===== src/rtl/ahb_lite_arbiter_2m_pkg.sv =====
// Shared AHB-Lite types and constants for the two-master arbiter.
package ahb_lite_pkg;

  localparam int unsigned ADDR_W = 32;
  localparam int unsigned DATA_W = 32;

  localparam logic [1:0] HTRANS_IDLE   = 2'b00;
  localparam logic [1:0] HTRANS_BUSY   = 2'b01;
  localparam logic [1:0] HTRANS_NONSEQ = 2'b10;
  localparam logic [1:0] HTRANS_SEQ    = 2'b11;

  localparam logic [2:0] HBURST_SINGLE = 3'b000;

  localparam logic [2:0] HSIZE_B = 3'b000;
  localparam logic [2:0] HSIZE_H = 3'b001;
  localparam logic [2:0] HSIZE_W = 3'b010;

  // Address-phase owner / grant encoding
  typedef enum logic {
    MST0 = 1'b0,
    MST1 = 1'b1
  } mst_e;

  // One complete AHB-Lite address phase
  typedef struct packed {
    logic [ADDR_W-1:0] addr;
    logic [1:0]        trans;
    logic              write;
    logic [2:0]        size;
    logic [2:0]        burst;
    logic [3:0]        prot;
    logic              lock;
  } ahb_addr_t;

endpackage


===== src/rtl/ahb_lite_arbiter_2m_if.sv =====
// AHB-Lite bus bundle; master drives address/write data, slave drives response.
interface ahb_lite_arbiter_2m_if;
  import ahb_lite_pkg::*;

  logic [ADDR_W-1:0] haddr;
  logic [1:0]        htrans;
  logic              hwrite;
  logic [2:0]        hsize;
  logic [2:0]        hburst;
  logic [3:0]        hprot;
  logic              hmastlock;
  logic [DATA_W-1:0] hwdata;
  logic [DATA_W-1:0] hrdata;
  logic              hready;
  logic              hresp;

  modport master (
    output haddr, htrans, hwrite, hsize, hburst, hprot, hmastlock, hwdata,
    input  hrdata, hready, hresp
  );

  modport slave (
    input  haddr, htrans, hwrite, hsize, hburst, hprot, hmastlock, hwdata,
    output hrdata, hready, hresp
  );

endinterface


===== src/rtl/ahb_lite_arbiter_2m_input_stage.sv =====
// Per-master input stage: one-deep address-phase buffer, effective-request
// mux and the master-facing HREADY/HRESP.
module ahb_arb_input_stage
  import ahb_lite_pkg::*;
#(
  parameter logic MST_IDX = 1'b0
) (
  input  logic      clk_i,
  input  logic      rst_i,
  input  ahb_addr_t live_i,
  input  logic      fwd_i,
  input  logic      dvalid_i,
  input  logic      downer_i,
  input  logic      s_hready_i,
  input  logic      s_hresp_i,
  output ahb_addr_t eff_c_o,
  output logic      hready_c_o,
  output logic      hresp_c_o
);

  ahb_addr_t pend_q, pend_d;
  logic      pend_valid_q, pend_valid_d;
  logic      own_dphase;
  logic      capture;

  assign own_dphase = dvalid_i && (downer_i == MST_IDX);
  assign eff_c_o    = pend_valid_q ? pend_q : live_i;
  assign hresp_c_o  = own_dphase ? s_hresp_i : 1'b0;

  // Stall the master only while its buffered address waits for the bus
  always_comb begin
    hready_c_o = 1'b1;
    if (own_dphase) begin
      hready_c_o = s_hready_i;
    end else if (pend_valid_q) begin
      hready_c_o = 1'b0;
    end
  end

  // A live request is buffered when it is not passing straight through;
  // with a full buffer it can only enter on the edge the buffer drains.
  assign capture = hready_c_o && live_i.trans[1] && (pend_valid_q ? fwd_i : !fwd_i);

  // Buffer next-state
  always_comb begin
    pend_d       = pend_q;
    pend_valid_d = pend_valid_q;
    if (pend_valid_q && fwd_i) begin
      pend_valid_d = 1'b0;
    end
    if (capture) begin
      pend_d       = live_i;
      pend_valid_d = 1'b1;
    end
  end

  // Buffer registers
  always_ff @(posedge clk_i or posedge rst_i) begin
    if (rst_i) begin
      pend_q       <= '0;
      pend_valid_q <= 1'b0;
    end else begin
      pend_q       <= pend_d;
      pend_valid_q <= pend_valid_d;
    end
  end

endmodule


===== src/rtl/ahb_lite_arbiter_2m.sv =====
// Two-master AHB-Lite arbiter in front of a single slave path. Grant moves
// only between complete bursts/locked sequences.
module ahb_lite_arbiter_2m
  import ahb_lite_pkg::*;
#(
  parameter int unsigned RR      = 1,
  parameter int unsigned DEF_MST = 0
) (
  input  logic                   HCLK,
  input  logic                   HRESET,
  ahb_lite_arbiter_2m_if.slave   m0,
  ahb_lite_arbiter_2m_if.slave   m1,
  ahb_lite_arbiter_2m_if.master  s,
  output logic                   S_HMASTER
);

  localparam mst_e DEF_GNT = (DEF_MST != 0) ? MST1 : MST0;

  mst_e      grant_q, grant_d;
  logic      dvalid_q, dvalid_d;
  logic      downer_q, downer_d;
  ahb_addr_t live0, live1, eff0, eff1, eff_g;
  logic      fwd0, fwd1;
  logic      req0, req1, hold;
  logic      m0_hready_c, m1_hready_c, m0_hresp_c, m1_hresp_c;

  assign live0 = '{addr: m0.haddr, trans: m0.htrans, write: m0.hwrite, size: m0.hsize,
                   burst: m0.hburst, prot: m0.hprot, lock: m0.hmastlock};
  assign live1 = '{addr: m1.haddr, trans: m1.htrans, write: m1.hwrite, size: m1.hsize,
                   burst: m1.hburst, prot: m1.hprot, lock: m1.hmastlock};

  ahb_arb_input_stage #(.MST_IDX(1'b0)) u_stage0 (
    .clk_i(HCLK), .rst_i(HRESET), .live_i(live0), .fwd_i(fwd0),
    .dvalid_i(dvalid_q), .downer_i(downer_q), .s_hready_i(s.hready), .s_hresp_i(s.hresp),
    .eff_c_o(eff0), .hready_c_o(m0_hready_c), .hresp_c_o(m0_hresp_c)
  );

  ahb_arb_input_stage #(.MST_IDX(1'b1)) u_stage1 (
    .clk_i(HCLK), .rst_i(HRESET), .live_i(live1), .fwd_i(fwd1),
    .dvalid_i(dvalid_q), .downer_i(downer_q), .s_hready_i(s.hready), .s_hresp_i(s.hresp),
    .eff_c_o(eff1), .hready_c_o(m1_hready_c), .hresp_c_o(m1_hresp_c)
  );

  assign eff_g = (grant_q == MST1) ? eff1 : eff0;
  assign fwd0  = (grant_q == MST0) && s.hready;
  assign fwd1  = (grant_q == MST1) && s.hready;
  assign req0  = (eff0.trans == HTRANS_NONSEQ);
  assign req1  = (eff1.trans == HTRANS_NONSEQ);

  // Owner keeps the bus through locks and multi-beat bursts
  assign hold = eff_g.lock
             || (eff_g.trans == HTRANS_SEQ)
             || (eff_g.trans == HTRANS_BUSY)
             || ((eff_g.trans == HTRANS_NONSEQ) && (eff_g.burst != HBURST_SINGLE));

  // Grant next-state: round-robin or fixed priority, parks when idle
  always_comb begin
    grant_d = grant_q;
    if (s.hready && !hold) begin
      if (RR != 0) begin
        if (grant_q == MST0) begin
          if (req1) grant_d = MST1;
        end else begin
          if (req0) grant_d = MST0;
        end
      end else begin
        if (req0) begin
          grant_d = MST0;
        end else if (req1) begin
          grant_d = MST1;
        end
      end
    end
  end

  // Data-phase tracking follows the address phase accepted by the slave
  always_comb begin
    dvalid_d = dvalid_q;
    downer_d = downer_q;
    if (s.hready) begin
      dvalid_d = eff_g.trans[1];
      downer_d = 1'(grant_q);
    end
  end

  // Grant and data-phase registers
  always_ff @(posedge HCLK or posedge HRESET) begin
    if (HRESET) begin
      grant_q  <= DEF_GNT;
      dvalid_q <= 1'b0;
      downer_q <= 1'b0;
    end else begin
      grant_q  <= grant_d;
      dvalid_q <= dvalid_d;
      downer_q <= downer_d;
    end
  end

  assign s.haddr     = eff_g.addr;
  assign s.htrans    = HRESET ? HTRANS_IDLE : eff_g.trans;
  assign s.hwrite    = eff_g.write;
  assign s.hsize     = eff_g.size;
  assign s.hburst    = eff_g.burst;
  assign s.hprot     = eff_g.prot;
  assign s.hmastlock = eff_g.lock;
  assign s.hwdata    = downer_q ? m1.hwdata : m0.hwdata;
  assign S_HMASTER   = 1'(grant_q);

  assign m0.hrdata = s.hrdata;
  assign m1.hrdata = s.hrdata;
  assign m0.hready = m0_hready_c;
  assign m1.hready = m1_hready_c;
  assign m0.hresp  = m0_hresp_c;
  assign m1.hresp  = m1_hresp_c;

endmodule


===== src/flat_wrapper.sv =====
// flat-port wrapper written by rule: the top's interface ports become plain ports
module ahb_lite_arbiter_2m_flat import ahb_lite_pkg::*;
#(
  parameter int unsigned RR      = 1,
  parameter int unsigned DEF_MST = 0
)
  (HCLK, HRESET, S_HMASTER, m0_haddr, m0_htrans, m0_hwrite, m0_hsize, m0_hburst, m0_hprot, m0_hmastlock, m0_hwdata, m0_hrdata, m0_hready, m0_hresp, m1_haddr, m1_htrans, m1_hwrite, m1_hsize, m1_hburst, m1_hprot, m1_hmastlock, m1_hwdata, m1_hrdata, m1_hready, m1_hresp, s_haddr, s_htrans, s_hwrite, s_hsize, s_hburst, s_hprot, s_hmastlock, s_hwdata, s_hrdata, s_hready, s_hresp);
  ahb_lite_arbiter_2m_if m0_i ();
  ahb_lite_arbiter_2m_if m1_i ();
  ahb_lite_arbiter_2m_if s_i ();
  input  logic HCLK;
  input  logic HRESET;
  output logic S_HMASTER;
  input wire logic [$bits(m0_i.haddr)-1:0] m0_haddr;
  input wire logic [$bits(m0_i.htrans)-1:0] m0_htrans;
  input wire logic [$bits(m0_i.hwrite)-1:0] m0_hwrite;
  input wire logic [$bits(m0_i.hsize)-1:0] m0_hsize;
  input wire logic [$bits(m0_i.hburst)-1:0] m0_hburst;
  input wire logic [$bits(m0_i.hprot)-1:0] m0_hprot;
  input wire logic [$bits(m0_i.hmastlock)-1:0] m0_hmastlock;
  input wire logic [$bits(m0_i.hwdata)-1:0] m0_hwdata;
  output wire logic [$bits(m0_i.hrdata)-1:0] m0_hrdata;
  output wire logic [$bits(m0_i.hready)-1:0] m0_hready;
  output wire logic [$bits(m0_i.hresp)-1:0] m0_hresp;
  input wire logic [$bits(m1_i.haddr)-1:0] m1_haddr;
  input wire logic [$bits(m1_i.htrans)-1:0] m1_htrans;
  input wire logic [$bits(m1_i.hwrite)-1:0] m1_hwrite;
  input wire logic [$bits(m1_i.hsize)-1:0] m1_hsize;
  input wire logic [$bits(m1_i.hburst)-1:0] m1_hburst;
  input wire logic [$bits(m1_i.hprot)-1:0] m1_hprot;
  input wire logic [$bits(m1_i.hmastlock)-1:0] m1_hmastlock;
  input wire logic [$bits(m1_i.hwdata)-1:0] m1_hwdata;
  output wire logic [$bits(m1_i.hrdata)-1:0] m1_hrdata;
  output wire logic [$bits(m1_i.hready)-1:0] m1_hready;
  output wire logic [$bits(m1_i.hresp)-1:0] m1_hresp;
  output wire logic [$bits(s_i.haddr)-1:0] s_haddr;
  output wire logic [$bits(s_i.htrans)-1:0] s_htrans;
  output wire logic [$bits(s_i.hwrite)-1:0] s_hwrite;
  output wire logic [$bits(s_i.hsize)-1:0] s_hsize;
  output wire logic [$bits(s_i.hburst)-1:0] s_hburst;
  output wire logic [$bits(s_i.hprot)-1:0] s_hprot;
  output wire logic [$bits(s_i.hmastlock)-1:0] s_hmastlock;
  output wire logic [$bits(s_i.hwdata)-1:0] s_hwdata;
  input wire logic [$bits(s_i.hrdata)-1:0] s_hrdata;
  input wire logic [$bits(s_i.hready)-1:0] s_hready;
  input wire logic [$bits(s_i.hresp)-1:0] s_hresp;
  assign m0_i.haddr = m0_haddr;
  assign m0_i.htrans = m0_htrans;
  assign m0_i.hwrite = m0_hwrite;
  assign m0_i.hsize = m0_hsize;
  assign m0_i.hburst = m0_hburst;
  assign m0_i.hprot = m0_hprot;
  assign m0_i.hmastlock = m0_hmastlock;
  assign m0_i.hwdata = m0_hwdata;
  assign m0_hrdata = m0_i.hrdata;
  assign m0_hready = m0_i.hready;
  assign m0_hresp = m0_i.hresp;
  assign m1_i.haddr = m1_haddr;
  assign m1_i.htrans = m1_htrans;
  assign m1_i.hwrite = m1_hwrite;
  assign m1_i.hsize = m1_hsize;
  assign m1_i.hburst = m1_hburst;
  assign m1_i.hprot = m1_hprot;
  assign m1_i.hmastlock = m1_hmastlock;
  assign m1_i.hwdata = m1_hwdata;
  assign m1_hrdata = m1_i.hrdata;
  assign m1_hready = m1_i.hready;
  assign m1_hresp = m1_i.hresp;
  assign s_haddr = s_i.haddr;
  assign s_htrans = s_i.htrans;
  assign s_hwrite = s_i.hwrite;
  assign s_hsize = s_i.hsize;
  assign s_hburst = s_i.hburst;
  assign s_hprot = s_i.hprot;
  assign s_hmastlock = s_i.hmastlock;
  assign s_hwdata = s_i.hwdata;
  assign s_i.hrdata = s_hrdata;
  assign s_i.hready = s_hready;
  assign s_i.hresp = s_hresp;
  ahb_lite_arbiter_2m #(.RR(RR), .DEF_MST(DEF_MST)) u_core (.HCLK(HCLK), .HRESET(HRESET), .m0(m0_i), .m1(m1_i), .s(s_i), .S_HMASTER(S_HMASTER));
endmodule

===== config.mk =====
export PLATFORM = sky130hd
export DESIGN_NAME = ahb_lite_arbiter_2m_flat
export DESIGN_NICKNAME = d
export VERILOG_FILES = /design/src/rtl/ahb_lite_arbiter_2m_pkg.sv /design/src/rtl/ahb_lite_arbiter_2m_if.sv /design/src/rtl/ahb_lite_arbiter_2m_input_stage.sv /design/src/rtl/ahb_lite_arbiter_2m.sv /design/src/flat_wrapper.sv
export SDC_FILE = /design/constraint.sdc
export NUM_CORES = 1
export LEC_CHECK = 0
export ABC_AREA = 1
export CAP_MARGIN = 40
export CORE_MARGIN = 2
export CORE_UTILIZATION = 40
export DETAILED_ROUTE_END_ITERATION = 6
export GPL_TIMING_DRIVEN = 0
export HOLD_SLACK_MARGIN = 0.06
export PLACE_DENSITY = 0.79
export SETUP_SLACK_MARGIN = 0.05
export SLEW_MARGIN = 20
export SYNTH_ARGS = -nofsm -noshare
export SYNTH_HDL_FRONTEND = slang
export SYNTH_SLANG_ARGS = --single-unit

===== constraint.sdc =====
create_clock -name HCLK -period 3.5 [get_ports HCLK]
set_input_delay 0.525 -clock HCLK [delete_from_list [all_inputs] [get_ports HCLK]]
set_output_delay 0.525 -clock HCLK [all_outputs]
set_load 0.01 [all_outputs]

After elaboration in Yosys (flattened, before gate mapping)
Index checks and enable logic that the tools add are counted.
{ "totals": {"ff_bits": 97, "out_inout_bits": 147, "word_cells": 67} }
{ "classes": {"n_eq_ne": 5, "n_mux": 20, "bitwise": 2, "reduce_logical": 21} }
{ "op_table": {"columns": ["operator", "n"], "rows": [
  ["$mux W46", 3],
  ["$mux W32", 1],
  ["$mux W1", 15],
  ["$logic_and A1 B1 Y1", 12],
  ["$eq A2 B2 Y1 const B", 4],
  ["$reduce_bool A2 Y1", 2],
  ["$logic_not A1 Y1", 3],
  ["$logic_or A1 B1 Y1", 3],
  ["$reduce_bool A3 Y1", 1],
  ["$eq A2 B1 Y1 const B", 1],
  ["$mux W2", 1],
  ["$not A1 Y1", 2]
]} }

Depth between registers and ports, before layout
Gate-level depths: netlist of run 1.
{ "logic_depth": {"depth_word": 8, "depth_mapped": 11} }

Modules after synthesis
A second synthesis of run 1 with hierarchy kept.
{ "hier_totals": {"cells_unflattened": 1114, "area_unflattened_um2": 6967.9} }
{ "by_module_without_submodules": {"columns": ["module", "instances", "cells_each", "area_per_inst_um2"], "rows": [
  ["ahb_arb_input_stage (u_core.u_stage0)", 1, 361, 2494.9],
  ["ahb_arb_input_stage (u_core.u_stage1)", 1, 360, 2488.6],
  ["ahb_lite_arbiter_2m", 1, 393, 1984.4]
]} }

Worst setup path after synthesis of run 1
No wires, ideal clock.
{ "synth_timing": {"path_kind": "register -> output", "start": "reg u_core.u_stage1.pend_valid_q", "end": "out s_haddr[10]", "t_arrival_ns": 1.382, "required_time_ns": 2.975, "slack_ns": 1.593, "path_stages_with_launch": 10, "path_cell_list": "dfrtp_1 > buf_4 > inv_2 > buf_2 > buf_4 > buf_6 > a21oi_1 > o21ai_0 > o21ai_0 > buf_4"} }
{ "synth_rtl": {"columns": ["item", "line_no", "rtl"], "rows": [
  ["start: declaration", "ahb_lite_arbiter_2m_input_stage.sv:22", "logic pend_valid_q, pend_valid_d;"],
  ["start signal: assignment", "ahb_lite_arbiter_2m_input_stage.sv:64", "pend_valid_q <= pend_valid_d;"],
  ["end: declaration", "flat_wrapper.sv:36", "output wire logic [$bits(s_i.haddr)-1:0] s_haddr;"]
]} }

==> impl_metrics.tcl, run 1 <==
set metrics [dict create \
    vias_per_cell 4.92 \
    synth-seq-area-share_pct 37.7 \
    post-cts-setup-buffers 0 \
    drtPass1Iterations 5 \
    grt.total_usage_pct 26.6 \
    finalPower_mw 8.56 \
    postRouteAntennaNets 0 \
    finClkSkew_ns 0.00802 \
    hold_violations 0 \
    routabilityCongestion 0.847 \
    setup_violations 0 \
    antenna_found_initial 0 \
    cts_inserted_buffers 9 \
    ir_worst_vdd_v 0.000486 \
    die_w_um 131 \
    syn_area_um2 6430 \
    rows 46 \
    pin_count 339 \
    yosysWarningCount 0 \
    mostFrequentLayoutCells "clkdlybuf4s50_1 (306), nand2_1 (264), o21ai_0 (121)" \
    wl_per_cell_um 16.3 \
    vias 7127 \
    synthDistinctLibCells 25 \
    critPathLaunchType "flip-flop" \
    layout_min_cycle_time_ns 3.28 \
    postSynthAreaPerCell_um2 7.07 \
    leakagePower_nw 4.89 \
    final_common_cell "clkdlybuf4s50_1" \
    fin_util_pct 64.1 \
    syn_inst 910 \
    synth_fp_nets 1104 \
    clk_latency_ns 0.36 \
    ys_seq_elements 97 \
    rsz0062_at_grt "no" \
    grt_pass1_vias 6733 \
    powerDensity_nw_per_um2 844 \
    drtIter0Drc 428 \
    cts_hold_buf 0 \
    cp_max_fo 10 \
    initial_utilization_pct 40.6 \
    coreArea_um2 15800 \
    cts.sinks 97 \
    worst_slew_pin_slew_ns 0.604 \
    cts.repair.resized 0 \
    critPathCaptureType "primary output" \
    clkTransAtPathRegs_ns 0.07 \
    nets 1422 \
    dieArea_um2 17100 \
    drc 0 \
    grt_overflow 0 \
    worstSetupPathType "flip-flop to primary output" \
    fmax_mhz 305 \
    cts_tree "built" \
    slew_headroom_pct 59.7 \
    hold_class "flip-flop to flip-flop" \
    portBuffers 306 \
    slew_violations 0 \
    crit_required_ns 2.97 \
    num_antenna_cells 0 \
    max_cap_violations 0 \
    status "completed" \
    fin_crit_sh_pct 93.7 \
    drive_gt1_share_pct 13.4 \
    grt_pass1_wl_um 34900 \
    hpwlAfterDp_um 18000 \
    routed_wirelength_um 23600 \
    cts_root_buffer "clkbuf_16" \
    cts_buffer_depth 2 \
    cts_max_level 3 \
    die_h_um 131 \
    cp.arrival_ns 2.76 \
    grt_start_max_net_pins 73 \
    syn_to_final_growth_pct 57.7 \
]
-- flip-flops by register name (all words and copies together) (netlist names) --
register                      flops
u_core.downer_q                   1
u_core.u_stage1.pend_valid_q      1
u_core.dvalid_q                   1
u_core.u_stage0.pend_valid_q      1
u_core.u_stage0.pend_q           46
u_core.S_HMASTER                  1
u_core.u_stage1.pend_q           46
-- logic make-up (layout without fill, tap and decap cells) --
family          count (synthesis)  after routing  synth area share (%)
compound gates                209            209                  16.6
fa+ha+maj                       2              2                 0.389
mux                             6              6                  1.40
buf+inv                       222            545                  20.7
flops                          97             97                  37.7
simple gates                  374            374                  23.2
-- layout make-up --
class                           count  area [um^2]
Fill cell                        1387         5680
Timing Repair Buffer              307         3090
Multi-Input combinational cell    591         2680
Sequential cell                    97         2430
Buffer                            165         1110
Tap cell                          216          270
Clock buffer                       11          243
Inverter                           57          224
Clock inverter                      5          103
-- through the flow --
step                std cells  hold slack [ns]  setup WS [ns]  instance area (um^2)  TNS, ns
CTS                      1449            0.469          0.173                 10100        0
global placement         1432            0.448          -1.24                  9770  -120.16
detailed placement       1433            0.453          0.590                  9800        0
finish                   1449            0.465          0.219                 10100        0
floorplan                 910            0.434          0.441                  6430        0
global route             1449            0.492         0.0597                 10100        0
-- power by group --
part           total, mW  internal [mW]  switching, mW
Sequential          1.91           1.64          0.268
Combinational       5.48           2.66           2.82
Clock               1.18          0.718          0.458
Total               8.56           5.02           3.54
-- cell usage after synthesis --
| cell | n | area, um^2 |
|---|---|---|
| a21oi_1 | 38 | 190 |
| clkbuf_2 | 1 | 5.00 |
| inv_2 | 1 | 3.75 |
| buf_1 | 2 | 7.51 |
| o21ai_1 | 44 | 220 |
| dfrtp_1 | 97 | 2430 |
| buf_2 | 12 | 60.1 |
| ha_1 | 2 | 25.0 |
| buf_4 | 109 | 818 |
| inv_1 | 54 | 203 |
| mux2_4 | 6 | 90.1 |
| nand2_2 | 3 | 18.8 |
| nand2_1 | 264 | 991 |
| nand3_1 | 56 | 280 |
| o21ai_2 | 1 | 8.76 |
| inv_4 | 2 | 12.5 |
| nor2_2 | 1 | 6.26 |
| o22ai_1 | 2 | 12.5 |
| o21ai_0 | 121 | 606 |
| o21ai_4 | 1 | 16.3 |
| nor2_1 | 49 | 184 |
| buf_6 | 9 | 101 |
| nand2_4 | 1 | 11.3 |
| o211ai_1 | 2 | 15.0 |
| clkbuf_1 | 32 | 120 |
-- path summary, 6_finish.rpt --
kind                                              start                          to  slack [ns]  cells past startpoint
hold / removal               u_core.u_stage0.pend_q[40]  u_core.u_stage0.pend_q[40]        0.47                      2
min in group asynchronous                        HRESET   u_core.u_stage1.pend_q[5]        0.56                      2
max in group asynchronous                        HRESET  u_core.u_stage1.pend_q[19]        2.30                      3
setup / recovery           u_core.u_stage0.pend_valid_q                 s_haddr[14]        0.22                      7
hold reg to reg              u_core.u_stage0.pend_q[40]  u_core.u_stage0.pend_q[40]        0.47                      2
setup reg to reg                       u_core.S_HMASTER  u_core.u_stage0.pend_q[20]        0.99                      7
-- metal layers --
layer	track usage, %	part of all wire, %	up-vias
met1	31.7	38	3300
met2	46.8	50	328
met5	0	0	-
met3	6.19	8.3	50
li1	-	-	3449
met4	10.3	3.1	0
-- critical path: stages, from the launching register on --
cell	delay, ns
dfrtp_1	0.41
inv_1	0.09
clkbuf_1	0.43
buf_1	0.44
o21ai_0	0.13
o21ai_0	0.23
buf_4	0.14
clkdlybuf4s50_1	0.52
No activity file was read; power rests on OpenSTA's default activity.
==> run 2, diff against run 1 <==
--- a/config.mk
+++ b/config.mk
@@ -9,6 +9,7 @@
 export CAP_MARGIN = 40
 export CORE_MARGIN = 2
 export CORE_UTILIZATION = 40
+export CTS_BUF_LIST = sky130_fd_sc_hd__clkbuf_8 sky130_fd_sc_hd__clkbuf_16
 export DETAILED_ROUTE_END_ITERATION = 6
 export GPL_TIMING_DRIVEN = 0
 export HOLD_SLACK_MARGIN = 0.06
==> run 2 against run 1 <==
Compared with the run above:
- count of clock-buffer cells in the layout decreased by 1
- setup slack about the same
- die area unchanged
- global-route usage unchanged
- largest cell class unchanged
==> impl_metrics.tcl, run 2 (synthesis results as in run 1) <==
set metrics [dict create \
    wl_per_cell_um 16.2 \
    ir_worst_vdd_v 0.000486 \
    initial_utilization_pct 40.6 \
    largestRegisters "u_core.u_stage0.pend_q: 46 flops, u_core.u_stage1.pend_q: 46 flops" \
    drtPass1Iterations 6 \
    cts.repair.resized 0 \
    fin_crit_sh_pct 93.7 \
    slew_violations 0 \
    grt_pass1_wl_um 34900 \
    die_h_um 131 \
    multiInputGateArea_um2 2680 \
    rows 46 \
    final.setup.tns_ns 0 \
    coreArea_um2 15800 \
    cts_max_level 3 \
    path_buf_inv 5 \
    fillers 1387 \
    drc 0 \
    syn_to_final_growth_pct 57.7 \
    critPathCaptureType "primary output" \
    nets 1422 \
    crit_required_ns 2.97 \
    cts_tree "built" \
    dp.cells 1433 \
    fin_ws_ns 0.219 \
    drive_gt1_share_pct 13.4 \
    dieArea_um2 17100 \
    path_delay_family "buffers and inverters" \
    vias 7123 \
    dpl_cell_area_um2 9800 \
    instances_no_fill 1449 \
    routabilityCongestion 0.847 \
    cpPeakStageDelay_ns 0.52 \
    vias_per_cell 4.92 \
    grt.total_usage_pct 26.6 \
    drtIter0Drc 428 \
    powerDensity_nw_per_um2 843 \
    fmax_mhz 305 \
    critPathSlowestCell "clkdlybuf4s50_1" \
    clk_latency_ns 0.36 \
    postRouteAntennaNets 0 \
    cts.sinks 97 \
    grt_pass1_vias 6733 \
    fin_area_um2 10100 \
    seqCellArea_um2 2430 \
    cp_cell_sequence "inv_1, clkbuf_1, buf_1, o21ai_0, o21ai_0, buf_4, clkdlybuf4s50_1" \
    layout_min_cycle_time_ns 3.28 \
    rsz0062_at_grt "no" \
    hold_violations 0 \
    status "completed" \
    setup_violations 0 \
    max_cap_violations 0 \
    hpwlAfterDp_um 18000 \
    critPathLaunchType "flip-flop" \
    grt_overflow 0 \
    antenna_found_initial 0 \
    num_antenna_cells 0 \
    cts_inserted_buffers 9 \
    clkTransAtPathRegs_ns 0.07 \
    cts_hold_buf 0 \
    mostFrequentLayoutCells "clkdlybuf4s50_1 (306), nand2_1 (264), o21ai_0 (121)" \
    final_common_cell "clkdlybuf4s50_1" \
    cp.arrival_ns 2.76 \
    worstSetupPathType "flip-flop to primary output" \
    leakagePower_nw 4.90 \
    slew_headroom_pct 59.9 \
    grt_start_max_net_pins 73 \
    hold_class "flip-flop to flip-flop" \
    dpl_worst_slack_ns 0.590 \
    finalPower_mw 8.55 \
    pin_count 339 \
    worst_hold_slack_ns 0.465 \
    path_common_cell "o21ai_0" \
    finClkSkew_ns 0.00802 \
    cts_buffer_depth 2 \
    post-cts-setup-buffers 0 \
    cp_max_fo 10 \
    die_w_um 131 \
    cts_root_buffer "clkbuf_16" \
    portBuffers 306 \
    routed_wirelength_um 23500 \
    fin_util_pct 64.1 \
    worst_slew_pin_slew_ns 0.602 \
]
-- run 2: worst paths after layout --
path | start | slack (ns) | depth (start not counted) | endpoint
max in group asynchronous | HRESET | 2.30 | 3 | u_core.u_stage1.pend_q[19]
hold reg to reg | u_core.u_stage0.pend_q[40] | 0.47 | 2 | u_core.u_stage0.pend_q[40]
setup reg to reg | u_core.S_HMASTER | 0.99 | 7 | u_core.u_stage0.pend_q[20]
hold / removal | u_core.u_stage0.pend_q[40] | 0.47 | 2 | u_core.u_stage0.pend_q[40]
min in group asynchronous | HRESET | 0.56 | 2 | u_core.u_stage1.pend_q[5]
setup / recovery | u_core.u_stage0.pend_valid_q | 0.22 | 7 | s_haddr[14]
-- run 2: report_power, final --
part           total [mW]  internal [mW]  switching (mW)
logic                5.48           2.66            2.81
clock network        1.17          0.715           0.456
registers            1.91           1.64           0.269
total                8.55           5.02            3.54
-- run 2: tightest hold or removal path, cell delays in order (launching register included) --
cell and delay (ns):
dfrtp_1 0.34, nand2_1 0.05, nand2_1 0.05
-- run 2: cell type report --
class | instances | share of cell area [%]
timing repair buffer | 307 | 30.5
multi-input combinational | 591 | 26.4
sequential | 97 | 23.9
buffer | 165 | 11.0
tap | 216 | 2.66
clock buffer | 10 | 2.36
inverter | 57 | 2.21
clock inverter | 6 | 1.05
-- run 2: metal layers --
metal | wire (um) | track usage [%] | share of wire, % | vias up
met5 | 0 | 0 | 0 | -
met4 | 742 | 10.3 | 3.2 | 0
met3 | 1990 | 6.19 | 8.5 | 50
met2 | 11800 | 46.8 | 50 | 333
met1 | 8990 | 31.7 | 38 | 3291
li1 | - | - | - | 3449
